## src/rtl/ct_pkg.sv

```systemverilog
// Shared definitions for the ct_merge_rs stream merge.
// Latency: n/a (types, constants and elaboration-time helpers only).
// Backpressure: n/a.
//
// Contents: arbitration-mode constants, grant-lock state encoding, a
// bit-width helper used to size the source index, and the skid-entry width.
package ct_pkg;

  localparam int MODE_RR    = 0;
  localparam int MODE_FIXED = 1;

  // Grant lock: OPEN re-arbitrates every beat, LOCK holds the grant until eop.
  typedef enum logic {
    ARB_OPEN = 1'b0,
    ARB_LOCK = 1'b1
  } arb_state_t;

  // Number of bits needed to represent 'value' (0 -> 0, 1 -> 1, 2..3 -> 2, ...).
  function automatic int CLogB2(input int value);
    int n;
    int v;
    n = 0;
    v = value;
    while (v > 0) begin
      n++;
      v = v >> 1;
    end
    return n;
  endfunction

  // Source-index width: enough for NI-1, never narrower than one bit.
  function automatic int ct_nibits(input int ni);
    int b;
    b = CLogB2(ni - 1);
    return (b < 1) ? 1 : b;
  endfunction

  // Width of one packed skid entry {data, eop, src}.
  function automatic int ct_ent_bits(input int width, input int nibits);
    return width + 1 + nibits;
  endfunction

endpackage

```

## src/rtl/ct_merge_rs_if.sv

```systemverilog
// Bundle of the merge's upstream (N streams) and downstream (1 stream) signals.
// Latency: n/a (wires only).
// Backpressure: o_ready per upstream stream, i_ready from the downstream consumer.
//
// Ports: i_data/i_valid/i_eop in, o_ready out (upstream side);
//        o_data/o_valid/o_eop/o_src out, i_ready in (downstream side).
// slave = the merge block, master = the environment driving it.
interface ct_merge_rs_if #(
  parameter int NI    = 2,
  parameter int WIDTH = 32
);
  import ct_pkg::*;

  localparam int NIBITS = ct_nibits(NI);

  logic [NI*WIDTH-1:0] i_data;
  logic [NI-1:0]       i_valid;
  logic [NI-1:0]       i_eop;
  logic [NI-1:0]       o_ready;
  logic [WIDTH-1:0]    o_data;
  logic                o_valid;
  logic                o_eop;
  logic [NIBITS-1:0]   o_src;
  logic                i_ready;

  modport slave (
    input  i_data, i_valid, i_eop, i_ready,
    output o_ready, o_data, o_valid, o_eop, o_src
  );

  modport master (
    output i_data, i_valid, i_eop, i_ready,
    input  o_ready, o_data, o_valid, o_eop, o_src
  );

endinterface

```

## src/rtl/ct_skid_buf.sv

```systemverilog
// Two-entry registered output stage: a main register that drives the outputs plus one skid slot.
// Latency: 1 cycle from in_valid&&in_ready to out_valid.
// Backpressure: in_ready = !skid_valid, so it is registered and never depends on out_ready.
//
// Ports: clk, reset_n (async active-low); in_valid/in_ready/in_data (W bits) from the producer;
//        out_valid/out_ready/out_data (W bits) to the consumer.
module ct_skid_buf #(
  parameter int W = 8
) (
  input  logic         clk,
  input  logic         reset_n,
  input  logic         in_valid,
  output logic         in_ready,
  input  logic [W-1:0] in_data,
  output logic         out_valid,
  input  logic         out_ready,
  output logic [W-1:0] out_data
);

  logic         main_vld;
  logic         skid_vld;
  logic [W-1:0] main_dat;
  logic [W-1:0] skid_dat;
  logic         acc;
  logic         drain;

  assign in_ready  = !skid_vld;
  assign out_valid = main_vld;
  assign out_data  = main_dat;

  assign acc   = in_valid && !skid_vld;
  assign drain = main_vld && out_ready;

  always_ff @(posedge clk or negedge reset_n) begin
    if (!reset_n) begin
      main_vld <= 1'b0;
      skid_vld <= 1'b0;
      main_dat <= '0;
      skid_dat <= '0;
    end else if (skid_vld) begin
      // Skid full means in_ready was low, so no new beat can arrive this cycle.
      if (drain) begin
        main_dat <= skid_dat;
        skid_vld <= 1'b0;
      end
    end else if (acc) begin
      // Main is free either because it is empty or because it drains this cycle.
      if (!main_vld || out_ready) begin
        main_dat <= in_data;
        main_vld <= 1'b1;
      end else begin
        skid_dat <= in_data;
        skid_vld <= 1'b1;
      end
    end else if (drain) begin
      main_vld <= 1'b0;
    end
  end

endmodule

```

## src/rtl/ct_merge_rs.sv

```systemverilog
// Packet-aware NI-to-1 stream merge (round-robin or fixed priority) with a registered skid output.
// Latency: 1 cycle from the accepting edge to the beat on o_*.
// Backpressure: o_ready depends only on i_valid and registered state; i_ready only drains the skid stage.
//
// Ports: clk, reset_n (async active-low); bus (ct_merge_rs_if.slave):
//   i_data[NI*WIDTH], i_valid[NI], i_eop[NI] in, o_ready[NI] out (at most one bit set);
//   o_data[WIDTH], o_valid, o_eop, o_src[NIBITS] out (registered), i_ready in.
module ct_merge_rs
  import ct_pkg::*;
#(
  parameter int NI       = 2,
  parameter int WIDTH    = 32,
  parameter int MODE     = 0,
  parameter int PKT_LOCK = 1
) (
  input  logic          clk,
  input  logic          reset_n,
  ct_merge_rs_if.slave  bus
);

  localparam int NIBITS = ct_nibits(NI);
  localparam int EBITS  = ct_ent_bits(WIDTH, NIBITS);

  typedef struct packed {
    logic [WIDTH-1:0]  data;
    logic              eop;
    logic [NIBITS-1:0] src;
  } ent_t;

  arb_state_t        state;
  arb_state_t        state_nxt;
  logic              locked;
  logic [NIBITS-1:0] last;
  logic [NIBITS-1:0] lock_src;
  logic [NIBITS-1:0] grant;
  logic [NIBITS-1:0] cand;
  logic              found;
  logic              can_accept;
  logic              accept;
  logic [NI-1:0]     rdy;
  logic [WIDTH-1:0]  sel_data;
  logic              sel_eop;
  ent_t              in_ent;
  ent_t              out_ent;
  logic [EBITS-1:0]  out_bits;
  logic              out_vld;

  assign locked = (state == ARB_LOCK);

  // Grant selection. Round-robin starts scanning just after the last winner and
  // ends on it, so the previous winner has the lowest priority.
  always_comb begin
    grant = last;
    cand  = '0;
    found = 1'b0;
    if (locked) begin
      grant = lock_src;
    end else if (MODE == MODE_FIXED) begin
      for (int i = 0; i < NI; i++) begin
        if (!found && bus.i_valid[i]) begin
          grant = NIBITS'(i);
          found = 1'b1;
        end
      end
    end else begin
      for (int k = 1; k <= NI; k++) begin
        cand = NIBITS'((int'(last) + k) % NI);
        if (!found && bus.i_valid[cand]) begin
          grant = cand;
          found = 1'b1;
        end
      end
    end
  end

  // Ready fan-out and data mux. Gating with reset_n keeps o_ready low while in reset.
  always_comb begin
    rdy      = '0;
    sel_data = '0;
    sel_eop  = 1'b0;
    for (int i = 0; i < NI; i++) begin
      if (grant == NIBITS'(i)) begin
        sel_data = bus.i_data[i*WIDTH +: WIDTH];
        sel_eop  = bus.i_eop[i];
        rdy[i]   = can_accept && bus.i_valid[i] && reset_n;
      end
    end
  end

  assign accept      = |rdy;
  assign bus.o_ready = rdy;

  // Lock FSM: a non-eop beat opens a packet (when packet locking is on), an eop beat closes it.
  always_comb begin
    state_nxt = state;
    if (accept) begin
      if (sel_eop) begin
        state_nxt = ARB_OPEN;
      end else if (PKT_LOCK != 0) begin
        state_nxt = ARB_LOCK;
      end
    end
  end

  always_ff @(posedge clk or negedge reset_n) begin
    if (!reset_n) begin
      state <= ARB_OPEN;
    end else begin
      state <= state_nxt;
    end
  end

  // last resets to NI-1 so that stream 0 is first in round-robin order.
  always_ff @(posedge clk or negedge reset_n) begin
    if (!reset_n) begin
      last     <= NIBITS'(NI - 1);
      lock_src <= '0;
    end else if (accept) begin
      last <= grant;
      if (!sel_eop && (PKT_LOCK != 0)) begin
        lock_src <= grant;
      end
    end
  end

  assign in_ent.data = sel_data;
  assign in_ent.eop  = sel_eop;
  assign in_ent.src  = grant;

  ct_skid_buf #(
    .W (EBITS)
  ) u_skid (
    .clk       (clk),
    .reset_n   (reset_n),
    .in_valid  (accept),
    .in_ready  (can_accept),
    .in_data   (in_ent),
    .out_valid (out_vld),
    .out_ready (bus.i_ready),
    .out_data  (out_bits)
  );

  assign out_ent     = ent_t'(out_bits);
  assign bus.o_valid = out_vld;
  assign bus.o_data  = out_ent.data;
  assign bus.o_eop   = out_ent.eop;
  assign bus.o_src   = out_ent.src;

endmodule

```

## src/flat_wrapper.sv

```systemverilog
// flat-port wrapper written by rule: the top's interface ports become plain ports
module ct_merge_rs_flat import ct_pkg::*;
#(
  parameter int NI       = 2,
  parameter int WIDTH    = 32,
  parameter int MODE     = 0,
  parameter int PKT_LOCK = 1
)
  (clk, reset_n, bus_i_data, bus_i_valid, bus_i_eop, bus_i_ready, bus_o_ready, bus_o_data, bus_o_valid, bus_o_eop, bus_o_src);
  ct_merge_rs_if #(.NI(NI), .WIDTH(WIDTH)) bus_i ();
  input  logic clk;
  input  logic reset_n;
  input wire logic [$bits(bus_i.i_data)-1:0] bus_i_data;
  input wire logic [$bits(bus_i.i_valid)-1:0] bus_i_valid;
  input wire logic [$bits(bus_i.i_eop)-1:0] bus_i_eop;
  input wire logic [$bits(bus_i.i_ready)-1:0] bus_i_ready;
  output wire logic [$bits(bus_i.o_ready)-1:0] bus_o_ready;
  output wire logic [$bits(bus_i.o_data)-1:0] bus_o_data;
  output wire logic [$bits(bus_i.o_valid)-1:0] bus_o_valid;
  output wire logic [$bits(bus_i.o_eop)-1:0] bus_o_eop;
  output wire logic [$bits(bus_i.o_src)-1:0] bus_o_src;
  assign bus_i.i_data = bus_i_data;
  assign bus_i.i_valid = bus_i_valid;
  assign bus_i.i_eop = bus_i_eop;
  assign bus_i.i_ready = bus_i_ready;
  assign bus_o_ready = bus_i.o_ready;
  assign bus_o_data = bus_i.o_data;
  assign bus_o_valid = bus_i.o_valid;
  assign bus_o_eop = bus_i.o_eop;
  assign bus_o_src = bus_i.o_src;
  ct_merge_rs #(.NI(NI), .WIDTH(WIDTH), .MODE(MODE), .PKT_LOCK(PKT_LOCK)) u_core (.clk(clk), .reset_n(reset_n), .bus(bus_i));
endmodule
```

## config.mk

```make
export PLATFORM = sky130hd
export DESIGN_NAME = ct_merge_rs_flat
export DESIGN_NICKNAME = d
export VERILOG_FILES = /design/src/rtl/ct_pkg.sv /design/src/rtl/ct_merge_rs_if.sv /design/src/rtl/ct_skid_buf.sv /design/src/rtl/ct_merge_rs.sv /design/src/flat_wrapper.sv
export SDC_FILE = /design/constraint.sdc
export NUM_CORES = 1
export LEC_CHECK = 0
export CAP_MARGIN = 15
export CORE_ASPECT_RATIO = 0.8
export CORE_MARGIN = 2
export CORE_UTILIZATION = 30
export DETAILED_ROUTE_END_ITERATION = 10
export PLACE_DENSITY = 0.56
export SKIP_LAST_GASP = 1
export SLEW_MARGIN = 0
export SYNTH_ARGS = -nofsm -noshare
export SYNTH_HDL_FRONTEND = slang
export SYNTH_SLANG_ARGS = --single-unit
```

## constraint.sdc

```tcl
create_clock -name clk -period 1.8 [get_ports clk]
set_input_delay 0.36 -clock clk [delete_from_list [all_inputs] [get_ports clk]]
set_output_delay 0.36 -clock clk [all_outputs]
set_load 0.005 [all_outputs]
```

# Yosys cells after proc, flatten, opt, wreduce, memory -nomap -nowiden
# Cells that the tools add are included.
[word_totals]
regBits = 73
latch_bits = 0
mem_bits_rw = 0
mem_bits_ro = 0
output_inout_bits = 37
wordCells = 60
mem_count = 0
[op_classes]
addsub = 2
n_mul = 0
n_div = 0
order_cmp = 2
eq_ne = 2
shift = 0
muxes = 25
bitwise = 3
reduce_logical = 19
[ops]
columns = ["operator", "n"]
rows = [
  ["2-to-1 mux 34 bit", 4],
  ["2-to-1 mux 32 bit", 1],
  ["2-to-1 mux 1 bit", 20],
  ["AND reduction 3 bit", 3],
  ["logical AND 1 bit", 7],
  ["nonzero test 2 bit", 3],
  ["< comparator 1 x 2 -> 1 bit, second input constant", 2],
  ["!= test 2 x 1 -> 1 bit, second input constant", 2],
  ["logical NOT 1 bit", 3],
  ["NOT 1 bit", 3],
  ["adder 1 bit, second input constant", 2],
  ["AND reduction 2 bit", 1],
  ["OR reduction 2 bit", 1],
  ["logical OR 1 bit", 1],
]

# Logic depth before layout (Yosys ltp)
[logic_depth]
depth_word = 14
mapped_depth = 5
mapped_depth_nobuf = 4

# Cells and area by module
# A second synthesis with hierarchy kept.
[unflattened]
cells_unflattened = 252
area_unflattened_um2 = 3717.3
[modules_own_cells]
columns = ["module", "n_inst", "cells_per_inst", "area_each_um2"]
rows = [
  ["ct_skid_buf", 1, 192, 3062.9],
  ["ct_merge_rs", 1, 60, 654.4],
]

# Worst setup path after synthesis
# No wires, ideal clock.
[synth_timing]
path_type = "reg2out"
startpoint = "register u_core.last"
endpoint = "output port bus_o_ready[0]"
arrival_ns = 1.210
t_required_ns = 1.440
setup_slack_ns = 0.230
stages_incl_launch_ff = 5
n_path_buf = 1
cell_sequence = "dfstp_2 -> nor2b_1 -> o31ai_4 -> buf_2 -> and3_1"
[synth_between]
elab_chain_cells = 10
[synth_rtl]
columns = ["item", "line_no", "text"]
rows = [
  ["start: declaration", "ct_merge_rs.sv:33", "logic [NIBITS-1:0] last;"],
  ["start signal: assignment", "ct_merge_rs.sv:116", "last <= NIBITS'(NI - 1);"],
  ["start signal: assignment", "ct_merge_rs.sv:119", "last <= grant;"],
  ["adder 1 bit", "ct_merge_rs.sv:67", "cand = NIBITS'((int'(last) + k) % NI);"],
  ["2-to-1 mux 1 bit (implied by the code) (2 in a row)", "ct_merge_rs.sv:68", "if (!found && bus.i_valid[cand]) begin"],
  ["2-to-1 mux 1 bit", "ct_merge_rs.sv:68", ""],
  ["2-to-1 mux 1 bit", "ct_merge_rs.sv:56", "if (locked) begin"],
  ["logical NOT 1 bit", "ct_merge_rs.sv:68", ""],
  ["logical AND 1 bit", "ct_merge_rs.sv:68", ""],
  ["2-to-1 mux 1 bit (*)", "ct_merge_rs.sv:68", ""],
  ["2-to-1 mux 1 bit (*)", "ct_merge_rs.sv:56", ""],
  ["2-to-1 mux 1 bit (*)", "ct_merge_rs.sv:82", "if (grant == NIBITS'(i)) begin"],
  ["end: declaration", "flat_wrapper.sv:17", "output wire logic [$bits(bus_i.o_ready)-1:0] bus_o_ready;"],
]
# Every way passes the cells marked *; elsewhere a longest branch is shown, timed or not. The select of a mux whose other input is x is not followed.

# Worst setup path in the final report
# Ends and elaborated chain as after synthesis.

==> parameters.txt <==
Parameter                              Value

Outcome
  Outcome ... complete, but fails checks
  Violated checks ... negative setup slack

Setup path
  Endpoint type of the worst setup path ... output pin
  Crit Path Category ... reg2out
  Maximum fanout encountered on the critical timing path ... 3
  Kind of launch point of the worst setup path ... register
  Endpoint required time on the critical path ... about 1.4 ns
  CP arrival ... between 1.5 and 2 ns

Min path
  Worst min-delay path category ... in2async

Place
  # port buffers ... 107
  Dpl cells ... about 650
  Cell area after placement ... 5244 um2
  Gpl congestion ... approximately 0.75
  Estimated wirelength of the detail-placed design ... 7206 um

CTS
  Hold-fix buffers, CTS ... 0
  CTS tree ... yes
  Total clock sinks ... 73
  Post-CTS clock slew at the launch and capture registers of the worst setup and hold paths ... roughly 0.060 ns
  Total number of H-tree levels ... 3
  TritonCTS Buffers ... 9
  Largest buffer count on any clock path ... 2
  Clk_lat worst skew ... roughly 0.33 ns
  Clk root buf ... sky130_fd_sc_hd__clkbuf_16

STA
  Final clock period utilization by the worst path ... 104.6%
  Setup TNS ... -0.9508 ns
  Min Clock Period, post-route ... 1.883 ns
  Hold Fails Final Rpt ... 0
  Final Slew Violations ... 0
  Setup repair after global routing missed its margin ... true
  Actual transition at the worst max-transition pin ... between 0.9 and 1 ns
  Slew margin rel. ... 37.96%
  Setup skew after layout ... roughly 0.0075 ns
  Worst setup slack after layout ... -0.08346 ns
  Max Clk Rate ... 530.9 MHz
  Final setup viols ... 37

Drt
  Final Routed Wirelength ... about 13000 um
  Detailed Route Iter0 Violations ... ~170
  Highest routed metal layer ... met4
  Mean number of vias per cell ... 5.210
  Met1 Wirelength ... roughly 5900 um
  Met3 WL post-DR ... 804 um
  TritonRoute pass-1 iters ... 4
  Count of nets left with antenna violations after detail routing ... 0
  Detail Route met2 WL ... between 5000 and 6000 um
  Detail-routed net length per standard cell ... around 18 um
  Count of unresolved DRC violations after routing ... 0
  Overall via count from detail_route ... 3553

Global routing
  Total gr overflow ... 0
  Wire length of the first global-routing pass ... around 19000 um
  Number of antenna violations at the first check in global routing ... 0
  Overall Global Routing Usage ... 18.02%
  Vias in the first global route ... between 3000 and 4000
  Maximum number of pins on one net before global-route repair ... 74

Floorplanning
  Die extent in x ... about 130 um
  Top-level port count ... approximately 110
  Number of placement rows ... 36
  Die height ... between 100 and 150 um
  Core area ... around 12000 um2
  Initial Util ... between 30% and 40%
  Die outline area ... approximately 14000 um2

Finish
  Count of inserted antenna diode cells ... 0
  Number of standard cells in the final layout excluding fillers ... just under 700
  Commonest cells after routing, fill and taps aside ... sky130_fd_sc_hd__clkdlybuf4s50_1, sky130_fd_sc_hd__dfrtp_1, sky130_fd_sc_hd__nor2_1
  Util after Layout ... approximately half
  Relative area change from synthesis to final layout ... 64.96%
  Share of post-route cells with drive strength above 1 ... 29.55%
  Fill cell instance count of the final layout ... ~1100
  Post-route cell area ... between 6000 and 7000 um2
  Net count of the finished layout ... between 500 and 600
  Commonest non-fill, non-tap cell in the layout ... sky130_fd_sc_hd__clkdlybuf4s50_1

Run
  Max-cap violations ... 0

Logic synthesis
  Combinational family with the most area after synthesis ... compound AO/OA/AOI/OAI gates
  Distinct cells, synth ... 29
  Warnings from Yosys ... 0
  Xor-xnor portion of the synthesized cell area ... 0%
  Simple-gate share of the synthesized area ... 14.21%
  Post-synthesis area per instance ... approximately 10 um2
  Synth Instances ... approximately 380
  Number of register bits inferred by synthesis ... 73
  Synthesized-area fraction occupied by ao, oa, aoi and oai cells ... 23.47%
  Area of the mapped netlist ... roughly 3800 um2
  Synthesized-area fraction occupied by adder cells ... 0%
  Multiplexer share of the synthesized area ... 9.420%
  Post-synthesis net count ... ~450
  Share of the yosys chip area belonging to registers ... between 40% and 50%

Pwr
  Worst vdd ir ... ~0.75 mV
  Overall Power ... 11980 uW
  Power density over the cells ... 1892 nW/um2
  Static leakage ... ~0.0024 uW
-- routing by layer --
layer	up-vias	track usage, %
met5	-	0
met4	0	2.812
met3	8	4.711
met2	122	27.64
met1	1783	26.08
li1	1640	-
-- metrics by stage --
step | hold WS, ns | setup slack (ns)
after global routing | 0.3659 | -0.1348
after floorplan | 0.06441 | 0.2299
after global placement | 0.4994 | -0.4479
after CTS | 0.3086 | -0.08802
final | 0.2647 | -0.08346
after detailed placement | 0.4942 | -0.4746
-- state kept, by name, indices dropped and copies added (netlist names) --
name	count
u_core.locked	1
u_core.u_skid.skid_dat	34
u_core.u_skid.out_valid	1
u_core.lock_src	1
u_core.u_skid.skid_vld	1
u_core.last	1
u_core.u_skid.out_data	34
-- path summary, 6_finish.rpt --
check,startpoint,end,slack [ns],cells past startpoint
hold reg to reg,u_core.u_skid.skid_dat[17],u_core.u_skid.skid_dat[17],0.51,2
setup / recovery,u_core.last,bus_o_ready[0],-0.08,4
min in group clk,u_core.u_skid.skid_dat[17],u_core.u_skid.skid_dat[17],0.51,2
setup reg to reg,u_core.last,u_core.u_skid.out_data[25],-0.06,7
hold / removal,reset_n,u_core.lock_src,0.26,2
max in group asynchronous,reset_n,u_core.u_skid.skid_vld,0.82,2
-- power breakdown --
group	total (uW)	switching, uW	internal (uW)	leakage [uW]
combinational	7020	3300	3720	0.00139
clock	1850	662	1180	0.000151
sequential	3110	586	2530	0.000843
total	12000	4550	7430	0.00239
-- worst max-delay path, cell delays in order, from the launching register on --
cell	delay, ns
sky130_fd_sc_hd__dfstp_2	0.57
sky130_fd_sc_hd__nor2b_4	0.05
sky130_fd_sc_hd__o31ai_4	0.24
sky130_fd_sc_hd__and3_4	0.25
sky130_fd_sc_hd__buf_6	0.09
-- kinds of logic after synthesis --
logic type,count (synthesis)
multiplexers,36
buffers and inverters,37
AO/OA/AOI/OAI,112
flip-flops,73
AND/OR/NAND/NOR,117
-- timing repair --
action,CTS,global route
resized for setup,60,48
endpoints found under the setup margin,62,70
cloned,5,6
pin swaps,7,22
buffers inserted,5,1
-- synth_stat cells, drive strengths merged --
master,n,area (um2)
a2111oi,1,15.01
a211o,1,8.760
a21oi,36,180.2
a221o,1,10.01
a221oi,32,455.4
and3,1,6.260
buf,18,131.4
clkbuf,13,48.80
dfrtp,72,1802
dfstp,1,26.28
inv,6,22.52
mux2,1,11.26
mux2i,35,350.3
nand2,6,22.52
nand2b,3,18.77
nand3,1,5.000
nor2,69,261.5
nor2b,3,18.77
o21ai,37,185.2
o221ai,1,8.760
o22ai,1,6.260
o31ai,1,21.27
o32a,1,10.01
or2,1,6.260
or3,33,206.5
-- area by class of cell --
class | count | area (um2) | share of cell area (%)
multi-input combinational | 265 | 2286 | 36.10
sequential | 73 | 1829 | 28.89
timing repair buffer | 151 | 1664 | 26.28
clock buffer | 12 | 266.5 | 4.209
tap | 171 | 214.0 | 3.379
clock inverter | 4 | 50.05 | 0.7904
inverter | 6 | 22.52 | 0.3557
Note: power is estimated with default switching activity, not from simulation.
